**config.mk**
```make
export PLATFORM = sky130hd
export DESIGN_NAME = pipe_ctrl_flat
export DESIGN_NICKNAME = d
export VERILOG_FILES = /design/src/rtl/rv_ctrl_pkg.sv /design/src/rtl/pipe_ctrl_if.sv /design/src/rtl/pipe_ctrl_stall_timer.sv /design/src/rtl/pipe_ctrl.sv /design/src/flat_wrapper.sv
export SDC_FILE = /design/constraint.sdc
export NUM_CORES = 1
export LEC_CHECK = 0
export CAP_MARGIN = 20
export CELL_PAD_IN_SITES_DETAIL_PLACEMENT = 1
export CELL_PAD_IN_SITES_GLOBAL_PLACEMENT = 1
export CORE_UTILIZATION = 15
export CTS_CLUSTER_SIZE = 8
export DETAILED_ROUTE_END_ITERATION = 16
export PLACE_DENSITY = 0.84
export SLEW_MARGIN = 20
export SYNTH_ARGS = -nofsm -noshare
export SYNTH_HDL_FRONTEND = slang
export SYNTH_SLANG_ARGS = --single-unit
```
**constraint.sdc**
```tcl
create_clock -name clk -period 1.25 [get_ports clk]
set_input_delay 0.125 -clock clk [delete_from_list [all_inputs] [get_ports clk]]
set_output_delay 0.125 -clock clk [all_outputs]
set_load 0.01 [all_outputs]
```
**src/rtl/rv_ctrl_pkg.sv**
```systemverilog
// Shared pipeline-control definitions: FSM state encoding, the canonical NOP,
// the reset PC and the saturating stall-count step.
package rv_ctrl_pkg;

  typedef enum logic [1:0] {
    ST_RUN   = 2'd0,
    ST_STALL = 2'd1,
    ST_FLUSH = 2'd2,
    ST_TMO   = 2'd3
  } pipe_state_t;

  localparam logic [31:0] INST_NOP = 32'h0000_0013;
  localparam logic [31:0] RESET_PC = 32'h0000_0000;

  // Clearing wins over counting; a clear with enable lands on 1 (first stall cycle).
  function automatic logic [7:0] scnt_next(input logic [7:0] cnt, input logic clr,
                                           input logic en);
    if (clr) return {7'd0, en};
    if (en && (cnt != 8'hFF)) return cnt + 8'd1;
    return cnt;
  endfunction

endpackage

```
**src/rtl/pipe_ctrl_if.sv**
```systemverilog
// Request/control bundle between the pipeline (master) and pipe_ctrl (slave).
// Level-sensitive strobes sampled every cycle; no valid/ready handshake is involved.
interface pipe_ctrl_if #(parameter int ADDR_W = 32);
  logic              jump_en_i;
  logic [ADDR_W-1:0] jump_addr_i;
  logic              hold_req_i;
  logic              bus_wait_i;
  logic              jump_en_o;
  logic [ADDR_W-1:0] jump_addr_o;
  logic              hold_pc_o;
  logic              hold_if_id_o;
  logic              hold_id_ex_o;
  logic              flush_if_id_o;
  logic              flush_id_ex_o;
  logic [1:0]        state_o;
  logic              timeout_o;

  modport master (
    output jump_en_i, jump_addr_i, hold_req_i, bus_wait_i,
    input  jump_en_o, jump_addr_o, hold_pc_o, hold_if_id_o, hold_id_ex_o,
           flush_if_id_o, flush_id_ex_o, state_o, timeout_o
  );

  modport slave (
    input  jump_en_i, jump_addr_i, hold_req_i, bus_wait_i,
    output jump_en_o, jump_addr_o, hold_pc_o, hold_if_id_o, hold_id_ex_o,
           flush_if_id_o, flush_id_ex_o, state_o, timeout_o
  );
endinterface

```
**src/rtl/pipe_ctrl_stall_timer.sv**
```systemverilog
// 8-bit saturating stall counter with clear/enable and terminal-count compare.
module pipe_ctrl_stall_timer
  import rv_ctrl_pkg::*;
#(
  parameter int TC = 255
) (
  input  logic       clk,
  input  logic       rst_n,
  input  logic       clr,
  input  logic       en,
  output logic [7:0] cnt,
  output logic       tc
);

  always_ff @(posedge clk or negedge rst_n) begin
    if (!rst_n) cnt <= '0;
    else        cnt <= scnt_next(cnt, clr, en);
  end

  assign tc = (cnt == 8'(TC));

endmodule

```
**src/rtl/pipe_ctrl.sv**
```systemverilog
// Pipeline stall/squash controller for the RV32I core.
// Optional stall watchdog enabled by defining PIPE_CTRL_TIMEOUT_EN.
module pipe_ctrl
  import rv_ctrl_pkg::*;
#(
  parameter int ADDR_W      = 32,
  parameter int FLUSH_DEPTH = 2,
  parameter int TIMEOUT_CYC = 255
) (
  input  logic clk,
  input  logic rst_n,
  pipe_ctrl_if.slave ctl
);

  localparam logic [2:0] FD_M1 = 3'(FLUSH_DEPTH - 1);

  pipe_state_t       st, nxt;
  logic [2:0]        fcnt, fcnt_n;
  logic [7:0]        scnt;
  logic              s_clr, s_en, s_tc, tmo_set, tmo_flag;
  logic              jmp, hpc, hifid, hidex, fifid, fidex;
  logic [ADDR_W-1:0] addr;
  logic              unused_scnt;

  assign addr        = ctl.jump_addr_i;
  assign unused_scnt = ^scnt;

  always_ff @(posedge clk or negedge rst_n) begin
    if (!rst_n) begin
      st       <= ST_RUN;
      fcnt     <= '0;
      tmo_flag <= 1'b0;
    end else begin
      st       <= nxt;
      fcnt     <= fcnt_n;
      tmo_flag <= tmo_flag | tmo_set;
    end
  end

`ifdef PIPE_CTRL_TIMEOUT_EN
  pipe_ctrl_stall_timer #(.TC(TIMEOUT_CYC)) u_timer (
    .clk  (clk),
    .rst_n(rst_n),
    .clr  (s_clr),
    .en   (s_en),
    .cnt  (scnt),
    .tc   (s_tc)
  );
`else
  localparam int unused_tmo_cyc = TIMEOUT_CYC;
  assign s_tc = 1'b0;
  always_ff @(posedge clk or negedge rst_n) begin
    if (!rst_n) scnt <= '0;
    else        scnt <= scnt_next(scnt, s_clr, s_en);
  end
`endif

  // Priority: redirect, then stall request, then fetch wait.
  always_comb begin
    nxt     = st;
    fcnt_n  = fcnt;
    s_clr   = 1'b0;
    s_en    = 1'b0;
    tmo_set = 1'b0;
    jmp     = 1'b0;
    hpc     = 1'b0;
    hifid   = 1'b0;
    hidex   = 1'b0;
    fifid   = 1'b0;
    fidex   = 1'b0;
    if (ctl.jump_en_i) begin
      jmp    = 1'b1;
      fifid  = 1'b1;
      fidex  = 1'b1;
      fcnt_n = FD_M1;
      s_clr  = 1'b1;
      nxt    = (FLUSH_DEPTH > 1) ? ST_FLUSH : ST_RUN;
    end else begin
      case (st)
        ST_RUN, ST_STALL: begin
          if (ctl.hold_req_i) begin
            hpc   = 1'b1;
            hifid = 1'b1;
            hidex = 1'b1;
            s_en  = 1'b1;
            if (st == ST_RUN) begin
              s_clr = 1'b1;
              nxt   = ST_STALL;
            end else if (s_tc) begin
              s_en    = 1'b0;
              s_clr   = 1'b1;
              tmo_set = 1'b1;
              nxt     = ST_TMO;
            end
          end else begin
            s_clr = 1'b1;
            nxt   = ST_RUN;
            if (ctl.bus_wait_i) begin
              hpc   = 1'b1;
              fifid = 1'b1;
            end
          end
        end
        ST_FLUSH: begin
          // ex already holds a NOP here, so a stall request has nothing to hold.
          fifid = 1'b1;
          hpc   = ctl.bus_wait_i;
          if (fcnt <= 3'd1) begin
            fcnt_n = '0;
            nxt    = ST_RUN;
          end else begin
            fcnt_n = fcnt - 3'd1;
          end
        end
        default: begin
          fifid = 1'b1;
          fidex = 1'b1;
          nxt   = ST_RUN;
        end
      endcase
    end
  end

  assign ctl.jump_en_o     = rst_n & jmp;
  assign ctl.jump_addr_o   = (rst_n && jmp) ? addr : '0;
  assign ctl.hold_pc_o     = rst_n & hpc;
  assign ctl.hold_if_id_o  = rst_n & hifid;
  assign ctl.hold_id_ex_o  = rst_n & hidex;
  assign ctl.flush_if_id_o = rst_n & fifid;
  assign ctl.flush_id_ex_o = rst_n & fidex;
  assign ctl.state_o       = rst_n ? st : 2'd0;
  assign ctl.timeout_o     = rst_n & tmo_flag;

endmodule
```
**src/flat_wrapper.sv**
```systemverilog
// flat-port wrapper written by rule: the top's interface ports become plain ports
module pipe_ctrl_flat import rv_ctrl_pkg::*;
#(
  parameter int ADDR_W      = 32,
  parameter int FLUSH_DEPTH = 2,
  parameter int TIMEOUT_CYC = 255
)
  (clk, rst_n, ctl_jump_en_i, ctl_jump_addr_i, ctl_hold_req_i, ctl_bus_wait_i, ctl_jump_en_o, ctl_jump_addr_o, ctl_hold_pc_o, ctl_hold_if_id_o, ctl_hold_id_ex_o, ctl_flush_if_id_o, ctl_flush_id_ex_o, ctl_state_o, ctl_timeout_o);
  pipe_ctrl_if #(.ADDR_W(ADDR_W)) ctl_i ();
  input  logic clk;
  input  logic rst_n;
  input wire logic [$bits(ctl_i.jump_en_i)-1:0] ctl_jump_en_i;
  input wire logic [$bits(ctl_i.jump_addr_i)-1:0] ctl_jump_addr_i;
  input wire logic [$bits(ctl_i.hold_req_i)-1:0] ctl_hold_req_i;
  input wire logic [$bits(ctl_i.bus_wait_i)-1:0] ctl_bus_wait_i;
  output wire logic [$bits(ctl_i.jump_en_o)-1:0] ctl_jump_en_o;
  output wire logic [$bits(ctl_i.jump_addr_o)-1:0] ctl_jump_addr_o;
  output wire logic [$bits(ctl_i.hold_pc_o)-1:0] ctl_hold_pc_o;
  output wire logic [$bits(ctl_i.hold_if_id_o)-1:0] ctl_hold_if_id_o;
  output wire logic [$bits(ctl_i.hold_id_ex_o)-1:0] ctl_hold_id_ex_o;
  output wire logic [$bits(ctl_i.flush_if_id_o)-1:0] ctl_flush_if_id_o;
  output wire logic [$bits(ctl_i.flush_id_ex_o)-1:0] ctl_flush_id_ex_o;
  output wire logic [$bits(ctl_i.state_o)-1:0] ctl_state_o;
  output wire logic [$bits(ctl_i.timeout_o)-1:0] ctl_timeout_o;
  assign ctl_i.jump_en_i = ctl_jump_en_i;
  assign ctl_i.jump_addr_i = ctl_jump_addr_i;
  assign ctl_i.hold_req_i = ctl_hold_req_i;
  assign ctl_i.bus_wait_i = ctl_bus_wait_i;
  assign ctl_jump_en_o = ctl_i.jump_en_o;
  assign ctl_jump_addr_o = ctl_i.jump_addr_o;
  assign ctl_hold_pc_o = ctl_i.hold_pc_o;
  assign ctl_hold_if_id_o = ctl_i.hold_if_id_o;
  assign ctl_hold_id_ex_o = ctl_i.hold_id_ex_o;
  assign ctl_flush_if_id_o = ctl_i.flush_if_id_o;
  assign ctl_flush_id_ex_o = ctl_i.flush_id_ex_o;
  assign ctl_state_o = ctl_i.state_o;
  assign ctl_timeout_o = ctl_i.timeout_o;
  pipe_ctrl #(.ADDR_W(ADDR_W), .FLUSH_DEPTH(FLUSH_DEPTH), .TIMEOUT_CYC(TIMEOUT_CYC)) u_core (.clk(clk), .rst_n(rst_n), .ctl(ctl_i));
endmodule
```
* Word-level counts from Yosys, hierarchy flattened
Index checks and enable logic that the tools add are counted.
** Cells by class
- $add $sub $neg :: 1
- $lt $le $gt $ge :: 1
- Eq/ne operators :: 4
- Muxes and demuxes :: 23
- Bitwise logic cells :: 5
- Reductions and logical operators :: 6
** Operator list (number)
- two-way mux 32 bit :: 1
- two-way mux 1 bit :: 12
- two-way mux 2 bit :: 5
- two-way mux 3 bit :: 3
- bitwise AND 1 bit :: 5
- != test 4 x 3 -> 1 bit (second input constant) :: 1
- one-hot mux 2 bit (2 select lines) :: 1
- <= comparator 3 x 1 -> 1 bit (second input constant) :: 1
- != test 3 x 2 -> 1 bit (second input constant) :: 1
- OR reduction 3 bit :: 1
- subtractor 3 x 1 -> 3 bit (second input constant) :: 1
- equality test 2 x 1 -> 1 bit (second input constant) :: 1
- equality test 2 bit (second input constant) :: 1
- zero test 2 bit :: 1
- one-hot mux 1 bit (2 select lines) :: 1
- AND reduction 2 bit :: 1
- nonzero test 2 bit :: 1
- OR reduction 2 bit :: 1
- logical AND 1 bit :: 1
** Word-level totals
- Flip-flop bits (word level) :: 5
- Input port bits :: 37
- Word-level logic and storage cells :: 42

* Depth between registers and ports, before layout
Gate-level depths: netlist of the first run.
- Word-level depth :: 5
- Depth in mapped cells :: 5
- Depth with buffers taken out :: 5

* Least setup slack after synthesis of the first run
No wires, ideal clock.
- Path kind :: register to register
- Start :: reg u_core.fcnt[0]
- End :: reg u_core.fcnt[2]
- Library setup time :: 0.073 ns
- Data arrival time :: 1.066 ns
- Required time :: 1.177 ns
- Setup slack :: 0.111 ns
- Cell stages (with the launch flop) :: 5
- Buffers on the path :: 0
- Clock period less this slack :: 1.139 ns
- Cell sequence :: dfrtp_1 -> ha_1 -> o21ba_2 -> nand4_1 -> a21oi_2
** Between the ends
- Longest elaborated chain between the ends :: 4
- Elaborated cells on any way between the ends :: 5
** RTL lines
- from (decl) :: line pipe_ctrl.sv:18 : logic [2:0] fcnt, fcnt_n;
- from (signal assigned) :: line pipe_ctrl.sv:35 : fcnt <= fcnt_n;
- subtractor 3 x 1 -> 3 bit / <= comparator 3 x 1 -> 1 bit (equally long branches) :: line pipe_ctrl.sv:112, pipe_ctrl.sv:108
- two-way mux 3 bit * :: line pipe_ctrl.sv:108 : if (fcnt <= 3'd1) begin
- two-way mux 3 bit * :: line pipe_ctrl.sv:79 : case (st)
- two-way mux 3 bit * :: line pipe_ctrl.sv:71 : if (ctl.jump_en_i) begin
Mark *: on every way between the ends. The rest lies on a longest branch, timed or not. The select of a mux whose other input is x is not followed.
A chain may end at the register's enable or synchronous reset.

* Final worst setup path of the first run
- Start :: reg u_core.st[1]
- End :: out ctl_hold_pc_o
** Between the ends
- Longest elaborated chain between the ends :: 5
- Elaborated cells on any way between the ends :: 7
** RTL lines
- from (decl) :: line pipe_ctrl.sv:17 : pipe_state_t st, nxt;
- from (signal assigned) :: line pipe_ctrl.sv:34 : st <= nxt;
- equality test 2 x 1 -> 1 bit / zero test 2 bit (equally long branches) :: line pipe_ctrl.sv:79
- OR reduction 2 bit :: line pipe_ctrl.sv:79
- one-hot mux 1 bit (2 select lines) * :: line pipe_ctrl.sv:79
- two-way mux 1 bit * :: line pipe_ctrl.sv:71
- bitwise AND 1 bit * :: line pipe_ctrl.sv:126 : assign ctl.hold_pc_o = rst_n & hpc;
- to (decl) :: line flat_wrapper.sv:18 : output wire logic [$bits(ctl_i.hold_pc_o)-1:0] ctl_hold_pc_o;
Mark *: on every way between the ends. The rest lies on a longest branch, timed or not.

==> results of run 1 <==
[state kept, by name, indices dropped and copies added (netlist names)]
signal,flops
u_core.fcnt,3
u_core.st,2
[worst max-delay path: stages, from the launching register on]
cell and delay, ps:
dfrtp_2 450, nor2b_4 130, a21oi_2 40, nor3b_2 140, buf_2 150
[final timing paths]
| path | start | end | depth (start not counted) |
|---|---|---|---|
| setup reg to reg | u_core.fcnt[1] | u_core.fcnt[2] | 5 |
| max in group asynchronous | rst_n | u_core.fcnt[0] | 3 |
| hold / removal | ctl_hold_req_i | u_core.st[0] | 2 |
| min in group asynchronous | rst_n | u_core.fcnt[1] | 3 |
| setup / recovery | u_core.st[1] | ctl_hold_pc_o | 4 |
| hold reg to reg | u_core.fcnt[2] | u_core.st[1] | 2 |
[synthesized netlist by cell type, types with 2 or more instances]
library cell / number / share of area
a21oi_1: 2 / 0.016
buf_2: 4 / 0.033
inv_1: 4 / 0.025
ha_1: 2 / 0.041
nand2_1: 2 / 0.012
and2_1: 3 / 0.031
nand2b_1: 2 / 0.020
nor2b_1: 2 / 0.020
o21ai_1: 3 / 0.025
clkbuf_1: 2 / 0.012
a21boi_1: 2 / 0.025
and3_1: 33 / 0.34
buf_4: 3 / 0.037
nor2_1: 2 / 0.012
dfrtp_1: 5 / 0.20
[power breakdown]
group          switching [mW]  total [mW]  internal (mW)  leakage, nW
Clock                  0.0908       0.306          0.215       0.0255
Sequential             0.0155       0.191          0.175       0.0615
Combinational           0.167       0.434          0.267        0.808
[area by class of cell]
cell class,count,share of cell area
clock buffers,3,0.0264
clock inverters,1,0.00321
inverters,4,0.00962
multi-input cells,64,0.290
flip-flops and latches,5,0.0817
well taps,48,0.0385
repair buffers,87,0.550
[timing repair]
item	in CTS	in global routing
pin swaps	3	3
endpoints found under the hold margin	0	0
buffers inserted	1	1
hold buffers	0	0
gates cloned	2	0
gates resized for setup	68	13
endpoints found under the setup margin	42	8
[per-layer routing]
| layer | vias up | global-route usage | part of all wire |
|---|---|---|---|
| met3 | 4 | 0.0431 | 0.075 |
| met1 | 430 | 0.145 | 0.39 |
| met2 | 45 | 0.260 | 0.52 |
| met4 | 0 | 0.0353 | 0.0083 |
| li1 | 450 | - | - |
| met5 | - | 0 | 0 |
[metrics by stage]
stage | utilization | TNS (ps)
6_report | 0.411 | -9.94
5_1_grt | 0.411 | -122
4_1_cts | 0.406 | -192
3_5_place_dp | 0.382 | -16320
3_3_place_gp | 0.382 | -15690
2_1_floorplan | - | 0
[kinds of logic after synthesis]
group,count (synthesis),share of synthesized area
buf+inv,14,0.119
other cells,1,0.00613
fa+ha+maj,2,0.0409
simple gates,48,0.485
flops,5,0.204
compound gates,13,0.145
==> impl_results.md, run 1 <==
- CTS tree: done
- Post-DR vias/cell: 4.38
- MaxCap Viol Count: 0
- Clock Skew: 4.26 ps
- Drt first pass iters: 4
- Tcrit/Tclk final: 1.01
- DRC errors left: 0
- Row Count: 22
- Mapped Nets: 122
- Area grow syn2layout: 155%
- Die area: 4340 um^2
- Most frequent cells in the layout: 33 x clkdlybuf4s50_1, 33 x dlygate4sd2_1, 32 x and3_1
- Largest net degree at the start of global routing: 21
- Arrival time worst endpoint: 1130 ps
- Core Box Area: 3800 um^2
- Area after DPL: 1450 um^2
- PwrDens: 596 nW/um^2
- Worst hold slack: 235 ps
- DR iter-0 viols: 22
- Placed cell count: 204
- Initial Utilization: 0.161
- Die width: 65.9 um
- # setup viols final: 1
- DP Worst Slack: -527 ps
- Yosys reg bits: 5
- Failing checks: negative setup slack
- CTS Root Cell: clkbuf_8
- DP HPWL: 2000 um
- Slew Viols, Final: 0
- FF+latch area: 128 um^2
- Asr flop ratio synth: 1.00
- Via count of the first global-routing pass: 1,017
- Worst setup margin: -9.94 ps
- Synth Instances: 83
- Chip Height: 65.9 um
- Clock net sink count: 5
- First-pass GRT wire length: 4600 um
- Sequential share of the synthesized area: 0.204
- CTS HTree Levels: 1
- Multi-input logic area: 453 um^2
- Total Power: 0.930 mW
- Hold Vio Cnt, Final: 0
- Final Cell Area: 1560 um^2
- CTS clock-pin slew for the worst setup and hold paths: 40 ps
- CTS max path bufs: 2
- RSZ-0062 raised after global routing: true
- Data required time of the worst path: 1120 ps
- Endpoint type of the worst setup path: output port
- CP Max Fanout: 4
- Maximum vdd drop: 0.294 mV
- Number of antenna violations at the first check in global routing: 0
- Critical path startpoint category: register
- Final WL: 2910 um
- Final non-filler cell total: 212
- EDFF count, synth: 0
- LEAKAGE: 0.895 nW
- Io pins: 78
- Post-Syn Area: 612 um^2
- Final net count: 204
- Grt ovf: 0
- Fillers: 454
- Hold crit path type: in -> reg
- Inserted Clock Buffers: 3
- Yosys warning count: 0
- Ant. Diodes: 0
- Final min period: 1260 ps
- Synth cell types: 27
- Primary FF master, synth: dfrtp_1
- Global-route usage over all layers: 0.138
- Share of layout cells above drive strength 1: 0.232
- Worst skew pair latency: 220 ps
- Mapped Avg Cell Area: 7.37 um^2
- Flop-to-flop setup slack: 50 ps
- WL per Instance: 13.7 um
- I/O Buffers: 76
- Via Count: 929
- Maximum clock rate: 794 MHz
- Status: finished, violations left
- Routed Antenna Nets: 0
- Critical path class: reg -> out
- Routability congestion estimate from global placement: 0.679
No activity file was read; power rests on OpenSTA's default activity.
==> run 2: changes to the inputs <==
- GPL_TIMING_DRIVEN: not set -> 0
==> run 2 against run 1 <==
Against the previous run: flip-flop and latch count is the same; critical path depth is the same; first-iteration DRC count grew to 2.5 times the previous value; critical path type unchanged; via count grew 2.4%; utilization shrank 1.4 points; global-route usage shrank 1.0 points; register-to-register slack is essentially flat; the flow still finishes with violations (negative setup slack); clock power is essentially flat; cell count grew 1.4%; wire length shrank 2.5%.
==> impl_results.md, run 2 (synthesized netlist as in run 1, its figures left out) <==
- Status: finished, violations left
- Failing checks: negative setup slack
- Number of antenna violations at the first check in global routing: 0
- Final min period: 1360 ps
- CTS HTree Levels: 1
- Maximum vdd drop: 0.290 mV
- Worst skew pair latency: 230 ps
- Io pins: 78
- Die area: 4340 um^2
- Largest regs: u_core.fcnt: 3 flops, u_core.st: 2 flops
- PwrDens: 599 nW/um^2
- Post-DR vias/cell: 4.42
- Met2 usage: 0.235
- Largest net degree at the start of global routing: 11
- Multi-input logic area: 448 um^2
- Grt peak-use layer: met2
- CTS Root Cell: clkbuf_8
- WHS Path Cells: 2
- Share of layout cells above drive strength 1: 0.216
- Chip Height: 65.9 um
- Via Count: 951
- Clock net sink count: 5
- FF+latch area: 128 um^2
- Hold crit path type: in -> reg
- DRC errors left: 0
- Routed Antenna Nets: 0
- Data required time of the worst path: 1120 ps
- Final non-filler cell total: 215
- Critical path class: reg -> out
- Final net count: 207
- Core Box Area: 3800 um^2
- Worst setup margin: -106 ps
- Worst hold slack: 162 ps
- Most frequent cells in the layout: 34 x clkdlybuf4s50_1, 32 x and3_1, 32 x dlygate4sd2_1
- Met1 Usage GRT: 0.140
- Slew Viols, Final: 0
- Final WL: 2840 um
- Grt ovf: 0
- Ant. Diodes: 0
- M3 GR Usage: 0.0431
- CP Max Fanout: 5
- RSZ-0062 raised after global routing: true
- Critical path startpoint category: register
- DR iter-0 viols: 56
- Arrival time worst endpoint: 1230 ps
- MaxCap Viol Count: 0
- Global-route usage over all layers: 0.127
- First-pass GRT wire length: 4290 um
- Worst r2r path cells: 4
- Max reg flops: 3
- Drt first pass iters: 4
- Routability congestion estimate from global placement: 0.829
- WL per Instance: 13.2 um
- Placed cell count: 206
- # setup viols final: 2
- CTS max path bufs: 2
- Area grow syn2layout: 147%
- Fillers: 459
- Inserted Clock Buffers: 3
- Tcrit/Tclk final: 1.08
- Maximum clock rate: 737 MHz
- Die width: 65.9 um
- Largest Register: u_core.fcnt
- Row Count: 22
- I/O Buffers: 75
- Via count of the first global-routing pass: 978
- Most common cell after layout, fill and taps aside: clkdlybuf4s50_1
- Endpoint type of the worst setup path: output port
- CTS tree: done
- Clock Skew: 5.53 ps
- DP HPWL: 2150 um
- CTS clock-pin slew for the worst setup and hold paths: 30 ps
- Hold Vio Cnt, Final: 0
- Initial Utilization: 0.161
- LEAKAGE: 0.859 nW
run 2: stage by stage:
step | power [mW] | util | setup WS, ps | TNS, ps | cell area, um^2
after CTS | 0.896 | 0.388 | -101 | -148 | 1470
after floorplan | 0.344 | - | 111 | 0 | 612
after global placement | 0.583 | 0.375 | -854 | -28700 | 1420
after global routing | 0.959 | 0.398 | -123 | -291 | 1510
final | 0.904 | 0.398 | -106 | -181 | 1510
after detailed placement | 0.592 | 0.375 | -876 | -29340 | 1420
run 2: critical path: stages (launching register included):
cell     delay, ps
dfrtp_2        450
nor2b_2        160
a21oi_2         50
nor3b_2        180
buf_2          160
run 2: path summary, 6_finish.rpt:
kind	start	endpoint	slack [ps]
setup reg to reg	u_core.fcnt[0]	u_core.fcnt[2]	40
min in group asynchronous	rst_n	u_core.fcnt[1]	340
hold reg to reg	u_core.fcnt[2]	u_core.st[1]	570
max in group asynchronous	rst_n	u_core.st[1]	670
setup / recovery	u_core.st[1]	ctl_hold_pc_o	-110
hold / removal	ctl_jump_en_i	u_core.fcnt[2]	160
run 2: area by class of cell:
type,instances,share of cell area
inverter,4,0.00994
sequential,5,0.0845
clock buffer,4,0.0298
multi-input combinational,64,0.297
timing repair buffer,80,0.489
tap,48,0.0398
buffer,10,0.0505
run 2: power breakdown:
| part | switching, mW | internal, mW | total (mW) |
|---|---|---|---|
| Sequential | 0.0182 | 0.175 | 0.194 |
| Clock | 0.0888 | 0.220 | 0.309 |
| Combinational | 0.158 | 0.244 | 0.402 |
run 2: repair_timing:
action                                  4_1_cts  5_1_grt
buffers inserted                              3        1
resized for setup                            71       13
pin swaps                                     1        3
hold endpoints to repair                      5        0
endpoints found under the setup margin       42       10
hold buffers                                  1        0
run 2: metal layers:
metal / up-vias / routed length [um]
met5: - / 0
met2: 55 / 1440
met3: 2 / 263
li1: 456 / -
met4: 0 / 17
met1: 438 / 1110
